===== src/rtl/boreal_ai_mailbox_writer.sv =====
// AI-side mailbox writer: streams 16-word result frames into alternating mailbox
// slots over the MMIO bus. It polls the slot's valid flag before writing so that
// a frame the Decision-VM has not yet acknowledged is never overwritten.
module boreal_ai_mailbox_writer #(
  parameter logic [31:0] BASE_ADDR   = 32'h0000_0000,
  parameter int unsigned POLL_GAP    = 4,
  parameter int unsigned ACK_TIMEOUT = 255
) (
  input  logic        clk,
  input  logic        rst,
  input  logic        res_valid,
  output logic        res_ready,
  input  logic [31:0] res_data,
  input  logic        res_last,
  output logic        m_sel,
  output logic        m_wr,
  output logic [31:0] m_addr,
  output logic [31:0] m_wdata,
  input  logic [31:0] m_rdata,
  input  logic        m_ack,
  output logic        busy,
  output logic        cur_slot,
  output logic        frame_done,
  output logic        frame_err,
  output logic        err_timeout
);

  localparam logic [7:0]  GapLast = 8'(POLL_GAP - 1);
  localparam logic [15:0] ToLast  = 16'(ACK_TIMEOUT - 1);

  typedef enum logic [2:0] {
    StIdle, StPoll, StWait, StData, StPad, StDrain, StCommit
  } state_e;

  state_e      r_state, w_state_d;
  logic        r_sel, w_sel_d;
  logic        r_wr, w_wr_d;
  logic [31:0] r_addr, w_addr_d;
  logic [31:0] r_wdata, w_wdata_d;
  logic [3:0]  r_idx, w_idx_d;
  logic        r_slot, w_slot_d;
  logic        r_err, w_err_d;
  logic        r_last, w_last_d;
  logic [7:0]  r_gap, w_gap_d;
  logic [15:0] r_to, w_to_d;
  logic        r_to_pulse, w_to_pulse_d;
  logic        w_done, w_ferr;
  logic        w_ack, w_abort;
  logic [31:0] w_flag_addr, w_data_addr;

  assign w_ack       = r_sel & m_ack;
  assign w_abort     = r_sel & ~m_ack & (r_to == ToLast);
  assign w_flag_addr = BASE_ADDR + {29'd0, r_slot, 2'b00};
  assign w_data_addr = BASE_ADDR + 32'h40 + {25'd0, r_slot, 6'd0} + {26'd0, r_idx, 2'b00};

  // State and bus registers; bus fields only change when a new access is issued.
  always_ff @(posedge clk or posedge rst) begin
    if (rst) begin
      r_state    <= StIdle;
      r_sel      <= 1'b0;
      r_wr       <= 1'b0;
      r_addr     <= 32'h0;
      r_wdata    <= 32'h0;
      r_idx      <= 4'h0;
      r_slot     <= 1'b0;
      r_err      <= 1'b0;
      r_last     <= 1'b0;
      r_gap      <= 8'h0;
      r_to       <= 16'h0;
      r_to_pulse <= 1'b0;
    end else begin
      r_state    <= w_state_d;
      r_sel      <= w_sel_d;
      r_wr       <= w_wr_d;
      r_addr     <= w_addr_d;
      r_wdata    <= w_wdata_d;
      r_idx      <= w_idx_d;
      r_slot     <= w_slot_d;
      r_err      <= w_err_d;
      r_last     <= w_last_d;
      r_gap      <= w_gap_d;
      r_to       <= w_to_d;
      r_to_pulse <= w_to_pulse_d;
    end
  end

  // Next-state, bus issue and commit pulses.
  always_comb begin
    w_state_d    = r_state;
    w_sel_d      = r_sel;
    w_wr_d       = r_wr;
    w_addr_d     = r_addr;
    w_wdata_d    = r_wdata;
    w_idx_d      = r_idx;
    w_slot_d     = r_slot;
    w_err_d      = r_err;
    w_last_d     = r_last;
    w_gap_d      = r_gap;
    w_to_d       = (r_sel && !m_ack) ? r_to + 16'd1 : 16'd0;
    w_to_pulse_d = 1'b0;
    w_done       = 1'b0;
    w_ferr       = 1'b0;

    unique case (r_state)
      StIdle: begin
        if (res_valid) begin
          w_state_d = StPoll;
          w_sel_d   = 1'b1;
          w_wr_d    = 1'b0;
          w_addr_d  = w_flag_addr;
        end
      end
      StPoll: begin
        if (w_ack) begin
          w_sel_d = 1'b0;
          if (m_rdata[0]) begin
            w_state_d = StWait;
            w_gap_d   = 8'h0;
          end else begin
            w_state_d = StData;
            w_idx_d   = 4'h0;
          end
        end
      end
      StWait: begin
        if (r_gap == GapLast) begin
          w_gap_d   = 8'h0;
          w_state_d = StPoll;
          w_sel_d   = 1'b1;
          w_wr_d    = 1'b0;
          w_addr_d  = w_flag_addr;
        end else begin
          w_gap_d = r_gap + 8'd1;
        end
      end
      StData: begin
        if (!r_sel) begin
          if (res_valid) begin
            w_sel_d   = 1'b1;
            w_wr_d    = 1'b1;
            w_addr_d  = w_data_addr;
            w_wdata_d = res_data;
            w_last_d  = res_last;
          end
        end else if (w_ack) begin
          w_sel_d = 1'b0;
          if (r_idx == 4'hF) begin
            if (r_last) begin
              w_state_d = StCommit;
            end else begin
              w_err_d   = 1'b1;
              w_state_d = StDrain;
            end
          end else begin
            w_idx_d = r_idx + 4'd1;
            if (r_last) begin
              w_err_d   = 1'b1;
              w_state_d = StPad;
            end
          end
        end
      end
      StPad: begin
        if (!r_sel) begin
          w_sel_d   = 1'b1;
          w_wr_d    = 1'b1;
          w_addr_d  = w_data_addr;
          w_wdata_d = 32'h0;
        end else if (w_ack) begin
          w_sel_d = 1'b0;
          if (r_idx == 4'hF) w_state_d = StCommit;
          else               w_idx_d   = r_idx + 4'd1;
        end
      end
      StDrain: begin
        if (res_valid && res_last) w_state_d = StCommit;
      end
      StCommit: begin
        if (!r_sel) begin
          w_sel_d   = 1'b1;
          w_wr_d    = 1'b1;
          w_addr_d  = w_flag_addr;
          w_wdata_d = 32'h1;
        end else if (w_ack) begin
          w_sel_d   = 1'b0;
          w_done    = 1'b1;
          w_ferr    = r_err;
          w_err_d   = 1'b0;
          w_slot_d  = ~r_slot;
          w_state_d = StIdle;
        end
      end
      default: w_state_d = StIdle;
    endcase

    // A stuck slave abandons the frame: no commit, slot kept for the retry.
    if (w_abort) begin
      w_sel_d      = 1'b0;
      w_state_d    = StIdle;
      w_err_d      = 1'b0;
      w_to_d       = 16'h0;
      w_to_pulse_d = 1'b1;
    end
  end

  assign res_ready   = ((r_state == StData) && !r_sel) || (r_state == StDrain);
  assign m_sel       = r_sel;
  assign m_wr        = r_wr;
  assign m_addr      = r_addr;
  assign m_wdata     = r_wdata;
  assign busy        = (r_state != StIdle);
  assign cur_slot    = r_slot;
  assign frame_done  = w_done;
  assign frame_err   = w_ferr;
  assign err_timeout = r_to_pulse;

endmodule


===== config.mk =====
export PLATFORM = sky130hd
export DESIGN_NAME = boreal_ai_mailbox_writer
export DESIGN_NICKNAME = d
export VERILOG_FILES = /design/src/rtl/boreal_ai_mailbox_writer.sv
export SDC_FILE = /design/constraint.sdc
export NUM_CORES = 1
export LEC_CHECK = 0
export CAP_MARGIN = 40
export CORE_UTILIZATION = 45
export CTS_CLUSTER_SIZE = 8
export DETAILED_ROUTE_END_ITERATION = 10
export PLACE_DENSITY = 0.93
export SYNTH_ARGS = -nofsm -noshare
export SYNTH_HDL_FRONTEND = slang
export SYNTH_SLANG_ARGS = --single-unit

===== constraint.sdc =====
create_clock -name clk -period 2.9 [get_ports clk]
set_input_delay 0.58 -clock clk [delete_from_list [all_inputs] [get_ports clk]]
set_output_delay 0.58 -clock clk [all_outputs]
set_load 0.02 [all_outputs]

==> Implementation_results.wiki, run 1 <==
{| class="wikitable"
! Metric !! Value
|-
| Number of global-route vias before repair || approximately 3.0k
|-
| Fraction of post-synthesis cell area in the top cell type by area || 0.481
|-
| Area Growth Syn to Fin || 26.9%
|-
| Crit path time final || ~2800 ps
|-
| Cell chain of the critical path || clkdlybuf4s50_1 > nand2_1 > nor3_2 > and2_1 > clkdlybuf4s50_1
|-
| DP HPWL || between 5 and 6 mm
|-
| Number of vias after detailed routing || 3,224
|-
| Cell taking the most area after synthesis || dfrtp_1
|-
| FFs w/ async S/R, synth || 1.00
|-
| Post-detailed-routing wire length || 8.55 mm
|-
| Number of register bits inferred by synthesis || 75
|-
| Arrival time of data at the critical path endpoint || 2200 ps
|-
| Total setup buffers inserted after CTS || 0
|-
| Clock latency of the later-clocked register in the worst-skew pair || 350 ps
|-
| Synth area leaders || dfrtp_1, nand2_1, buf_4, o21ai_0, o21ai_1
|-
| Fmax || about 360 MHz
|-
| Proportion of layout cells with a drive suffix above 1 || 0.0705
|-
| Max Slew Vio Count || 0
|-
| Share of synthesized cell area in full adder, half adder and majority cells || 0.0128
|-
| Area share of xor/xnor cells in the synthesized design || 0.0359
|-
| Crit Path Class || input port to primary output
|-
| Post-CTS resize count || 0
|-
| Global-route wire length before repair || 13.9 mm
|-
| Launching element type of the critical path || input port
|-
| Required time at the worst-slack endpoint || 2320 ps
|-
| Synthesis warning total || 0
|-
| CTS tree || built
|-
| Routability congestion estimate from global placement || between 0.8 and 0.9
|-
| Initial core utilization || 0.470
|-
| Cell variety after synth || 55
|-
| Primary flip-flop cell chosen by synthesis mapping || dfrtp_1
|-
| Startpoint of the most critical register-to-register path || r_state[0]
|-
| Die Area || 9040 um2
|-
| Worst clock skew on the final layout || between 9 and 10 ps
|-
| Slack of the worst reg-to-reg path || about 750 ps
|-
| Combined global-route utilization of all metal layers || 0.199
|-
| Clock transition at the register clock pins on the worst setup and hold paths after CTS || roughly 80 ps
|-
| Class of the tightest hold or removal check || register to register
|-
| Worst VDD drop || approximately 0.60 mV
|-
| Worst-Margin Slew || 851 ps
|-
| Worst-path maximum fanout || 4
|-
| Number of violations reported at the end of detailed-routing iteration 0 || approximately 160
|-
| Filler-free cell count of the finished design || between 600 and 700
|-
| Simple logic cell fraction of the synthesized area || 0.231
|-
| Antenna diode count || 0
|-
| Register area share after synthesis || 0.481
|-
| Netlist area before placement || 3900 um2
|-
| Gate count of the mapped netlist || around 430
|-
| Final net count || a little under 600
|-
| Crit. End Element || primary output
|-
| Horizontal die dimension || 95.1 um
|-
| First-pass iteration count of the detailed router || 4
|-
| Aggregate global routing overflow || 0
|-
| Chip height || 95.1 um
|-
| Longest Clk Path Bufs || 2
|-
| Max-cap violations || 0
|-
| Cell Count Post-Placement || 600
|-
| Max-slew headroom || 0.432
|-
| Port-buffer cells || between 80 and 90
|-
| Dominant combinational cell family by area after synthesis || simple AND/OR/NAND/NOR gates
|-
| # clock sinks || 75
|-
| Number of synthesized flops with an enable pin || 0
|-
| Fill cells || between 600 and 700
|-
| Standard cell with the maximum stage delay on the critical path || clkdlybuf4s50_1
|-
| Final worst path period share || 0.960
|-
| Number of cells on the worst reg-to-reg path || 6
|-
| Worst Hold Launch || m_addr[6]
|-
| CTS buffer count || 9
|-
| Mean number of vias per cell || 5.23
|-
| Post-Syn Area per Cell || just over 9 um2
|-
| Largest net degree at the start of global routing || between 60 and 70
|-
| Root buffer cell || clkbuf_8
|-
| Reg-to-Reg End || r_idx[3]
|-
| Total count of hold-check failures in the final report || 0
|-
| Final-report setup violation count || 0
|-
| Detailed-route wire length per cell || 13.9 um
|-
| Worst Hold Path Cells || 2
|-
| Max H-tree Level || 3
|-
| Number of top-level design ports || roughly 140
|-
| Number of nets with antenna violations after detailed routing || 0
|-
| Most frequent cell on the critical path || clkdlybuf4s50_1
|-
| Hold_ws || ~480 ps
|-
| Number of design rule violations left after detail routing || 0
|-
| Final-layout setup total negative slack || 0 ps
|-
| Layout Utilization || 0.596
|-
| Core Area || 8300 um2
|-
| Smallest setup slack after layout || 116 ps
|-
| Worst slack, placed || roughly 170 ps
|-
| Outcome || complete, no violations
|-
| Complex-gate fraction of the synthesized area || 0.135
|-
| Static leakage || 2.25 nW
|-
| RSZ-0062 raised after global routing || no
|-
| Share of synthesized area spent on multiplexers || 0.0132
|-
| Number of placement rows || 33
|-
| Total power density per cell area || between 900 and 1000 nW/um2
|-
| Initial antenna violation count || 0
|-
| Endpoint of the worst hold path || m_addr[6]
|-
| Largest stage delay on the critical path || slightly above 600 ps
|-
| Hold-fix buffer count after cts || 0
|}
per-layer routing:
layer / wire (um) / vias to the layer above / part of all wire / track usage
met5: 0 / - / 0 / 0
met4: 167 / 0 / 0.020 / 0.0732
met3: 497 / 17 / 0.058 / 0.0470
met2: 4460 / 131 / 0.52 / 0.346
met1: 3420 / 1520 / 0.40 / 0.237
li1: - / 1556 / - / -
cell usage after synthesis (all sizes together), types with 7 or more instances:
library cell and n:
inv 9, nand3 16, nand4 8, a21oi 9
clkbuf 7, nand2 89, o21ai 53, buf 41
xor2 11, nor2 26, dfrtp 75, nand2b 7
final cells by class:
| type | count | area, um2 | area share |
|---|---|---|---|
| inverter | 9 | 33.8 | 0.00683 |
| timing repair buffer | 90 | 896 | 0.181 |
| tap | 105 | 131 | 0.0265 |
| multi-input combinational | 321 | 1760 | 0.356 |
| clock inverter | 7 | 124 | 0.0250 |
| clock buffer | 9 | 124 | 0.0250 |
| sequential | 75 | 1880 | 0.379 |
how the worst max path moves through the flow:
stage | slack [ps] | to | start | cells after the start
after floorplan | 410 | cur_slot | rst | 1
after global placement | 200 | frame_err | m_ack | 5
after detailed placement | 170 | frame_err | m_ack | 5
after CTS | 140 | frame_err | m_ack | 5
after global routing | 110 | frame_err | m_ack | 5
final | 120 | frame_err | m_ack | 5
stage by stage:
stage               power [W]  cell area (um2)
CTS                   0.00476             4950
global placement      0.00366             4700
detailed placement    0.00375             4700
finish                0.00473             4950
global route          0.00504             4950
floorplan             0.00301             3990
critical path: cells and delay by family:
| family | cells | cell delay [ps] |
|---|---|---|
| and+or+nand+nor | 3 | 490 |
| buffers and inverters | 2 | 1130 |
kinds of logic after synthesis:
| group | count (synthesis) |
|---|---|
| xor+xnor | 16 |
| fa+ha+maj | 4 |
| buf+inv | 57 |
| flops | 75 |
| simple gates | 182 |
| mux | 5 |
| other cells | 1 |
| compound gates | 88 |
registers in the layout, summed over array words and instances (netlist names):
signal / count
r_last: 1
err_timeout: 1
m_sel: 1
r_idx: 4
r_err: 1
m_wdata: 32
r_state: 3
m_addr: 6
r_to: 16
r_gap: 8
m_wr: 1
cur_slot: 1
layout by cell type, fill, tap and decap left out, drive strengths merged, types with 3 or more instances in the layout:
master	Yosys	layout
a21o	3	3
a21oi	9	9
a31oi	3	3
and2	5	5
and3	5	5
buf	41	7
bufinv	0	3
clkbuf	7	9
clkdlybuf4s50	0	83
conb	1	26
dfrtp	75	75
ha	4	4
inv	9	11
mux2i	4	4
nand2	89	89
nand2b	7	7
nand3	16	16
nand3b	3	3
nand4	8	8
nor2	26	26
nor2b	6	6
nor3	6	6
o21ai	53	53
o31ai	5	5
xnor2	5	5
xor2	11	11
where the power goes:
part / internal, W / leakage (nW) / switching, W
clock network: 0.000579 / 0.120 / 0.000412
registers: 0.00136 / 0.986 / 0.000257
logic: 0.000901 / 1.14 / 0.00122
Note: power is estimated with default switching activity, not from simulation.
==> inputs of run 2 (changes only) <==
clock period = 2.7 ns   (was 2.9 ns; I/O delays follow)
==> Implementation_results.wiki, run 2 (synthesized netlist as in run 1, its figures left out) <==
{| class="wikitable"
! Metric !! Value
|-
| Max H-tree Level || 3 (unchanged)
|-
| Startpoint of the most critical register-to-register path || r_state[0]
|-
| CTS buffer count || 9 (unchanged)
|-
| Required time at the worst-slack endpoint || 2160 ps (-160 ps)
|-
| Clock latency of the later-clocked register in the worst-skew pair || 350 ps (about the same)
|-
| Depth of the critical timing path with buffers and inverters included || 5 (unchanged)
|-
| Crit. End Element || primary output
|-
| Number of global-route vias before repair || 3,071 (+1.0%)
|-
| Chip height || 95.1 um (unchanged)
|-
| Final worst path period share || 0.961
|-
| Worst clock skew on the final layout || 8.38 ps (-1.36 ps)
|-
| Total setup buffers inserted after CTS || 0 (unchanged)
|-
| Combined global-route utilization of all metal layers || 0.198 (-0.000990)
|-
| Max FFs per register || 32 (unchanged)
|-
| Largest stage delay on the critical path || 600 ps (-20 ps)
|-
| Number of violations reported at the end of detailed-routing iteration 0 || 168 (+7.0%)
|-
| Fill cells || 687 (+3.9%)
|-
| Final-report setup violation count || 0 (unchanged)
|-
| Crit path max-delay family || buffers and inverters
|-
| Mean number of vias per cell || 5.17 (-1.3%)
|-
| Antenna diode count || 0 (unchanged)
|-
| Number of design rule violations left after detail routing || 0 (unchanged)
|-
| DP HPWL || 6.01 mm (+0.22%)
|-
| Number of top-level design ports || 141 (unchanged)
|-
| Worst-Margin Slew || 872 ps (+20.9 ps)
|-
| Number of buffers and inverters on the critical path || 3 (+1)
|-
| Post-CTS resize count || 0 (unchanged)
|-
| Max Slew Vio Count || 0 (unchanged)
|-
| Final-layout setup total negative slack || 0 ps (unchanged)
|-
| Hold-fix buffer count after cts || 0 (unchanged)
|-
| Layout Utilization || 0.595 (-0.00136)
|-
| Max-cap violations || 0 (unchanged)
|-
| Routability congestion estimate from global placement || 0.848 (-2.4%)
|-
| Final net count || 581 (+0.35%)
|-
| Max-slew headroom || 0.419 (-0.0139)
|-
| Leading cell type in the layout, fill and taps excluded || nand2_1
|-
| Post-detailed-routing wire length || 8.38 mm (-2.0%)
|-
| Arrival time of data at the critical path endpoint || 2050 ps (-150 ps)
|-
| Port-buffer cells || 83 (unchanged)
|-
| Number of nets with antenna violations after detailed routing || 0 (unchanged)
|-
| Worst slack, placed || 78.4 ps (-89.8 ps)
|-
| Number of vias after detailed routing || 3,194 (-0.93%)
|-
| Launching element type of the critical path || input port
|-
| Class of the tightest hold or removal check || register to register
|-
| Horizontal die dimension || 95.1 um (unchanged)
|-
| Root buffer cell || clkbuf_8
|-
| Reg-to-Reg End || r_idx[3]
|-
| Initial core utilization || 0.470 (unchanged)
|-
| First-pass iteration count of the detailed router || 4 (unchanged)
|-
| Die Area || 9040 um2 (unchanged)
|-
| Critical path launch point || m_ack
|-
| Most frequent cells in the layout || nand2_1, clkdlybuf4s50_1, dfrtp_1
|-
| Smallest setup slack after layout || 107 ps (-9.41 ps)
|-
| Number of placement rows || 33 (unchanged)
|-
| Total power density per cell area || 997 nW/um2 (+4.3%)
|-
| Aggregate global routing overflow || 0 (unchanged)
|-
| Most frequent cell on the critical path || clkdlybuf4s50_1
|-
| Slack of the worst reg-to-reg path || 560 ps (-190 ps)
|-
| CTS tree || built
|-
| Cell chain of the critical path || clkdlybuf4s50_1 > nand2_1 > nor3_2 > buf_4 > clkdlybuf4s50_1
|-
| Clock transition at the register clock pins on the worst setup and hold paths after CTS || 80 ps (about the same)
|-
| Worst-path maximum fanout || 3 (-1)
|-
| Global-route wire length before repair || 14.0 mm (+0.50%)
|-
| Number of cells on the worst reg-to-reg path || 6 (unchanged)
|-
| Standard cell with the maximum stage delay on the critical path || clkdlybuf4s50_1
|-
| # clock sinks || 75 (unchanged)
|-
| Fmax || between 300 and 400 MHz
|-
| Detailed-route wire length per cell || 13.6 um (-2.3%)
|-
| Initial antenna violation count || 0 (unchanged)
|-
| Proportion of layout cells with a drive suffix above 1 || 0.0741 (+0.00362)
|-
| Worst VDD drop || 0.503 mV (-16%)
|-
| Crit Path Class || input port to primary output
|-
| Area Growth Syn to Fin || 26.6%
|-
| RSZ-0062 raised after global routing || no
|-
| Static leakage || 2.26 nW (+0.57%)
|-
| Largest net degree at the start of global routing || 66 (unchanged)
|-
| Crit path time final || about 2600 ps
|-
| Total count of hold-check failures in the final report || 0 (unchanged)
|-
| Outcome || complete, no violations
|-
| Longest Clk Path Bufs || 2 (unchanged)
|-
| Core Area || 8300 um2 (unchanged)
|-
| Destination of the critical timing path || frame_done
|}
## run 2: worst register-to-register path, cell delays in order, from the launching register on
cell     delay, ps
dfrtp_1        380
buf_4          190
nor2b_1        220
a21oi_1        700
nor2b_1        130
o31ai_1        270
o41ai_1        120
## run 2: power by group
part	internal (W)	leakage, nW	total, W	switching [W]
sequential	0.00146	0.986	0.00174	0.000280
combinational	0.000983	1.17	0.00229	0.00130
clock	0.000442	0.0988	0.000893	0.000450
total	0.00289	2.26	0.00492	0.00203
## run 2: how the worst min path moves through the flow
stage | start | to | slack, ps | depth (start not counted)
floorplan | r_gap[4] | r_gap[4] | 460 | 1
finish | m_addr[3] | m_addr[3] | 480 | 2
global placement | m_addr[4] | m_addr[4] | 460 | 2
global route | m_addr[4] | m_addr[4] | 500 | 2
CTS | m_addr[3] | m_addr[3] | 490 | 2
detailed placement | m_wdata[13] | m_wdata[13] | 470 | 2
## run 2: through the flow
stage	instances	hold slack (ps)	total power [W]	area (um2)
after floorplan	453	457	0.00324	3990
after global placement	602	459	0.00395	4730
after detailed placement	602	469	0.00405	4730
after CTS	618	488	0.00495	4940
after global routing	618	505	0.00525	4940
final	618	480	0.00492	4940
## run 2: cell type report
class                   instances  area [um2]  share of cell area
clock buffers                   9         124              0.0251
well taps                     105         131              0.0266
repair buffers                 92         926               0.187
clock inverters                 7        82.6              0.0167
multi-input cells             321        1760               0.357
inverters                       9        33.8             0.00684
flip-flops and latches         75        1880               0.380
## run 2: layer usage
layer | track usage | share of wire
met1 | 0.236 | 0.41
met2 | 0.342 | 0.51
met3 | 0.0550 | 0.050
met4 | 0.0669 | 0.022
met5 | 0 | 0
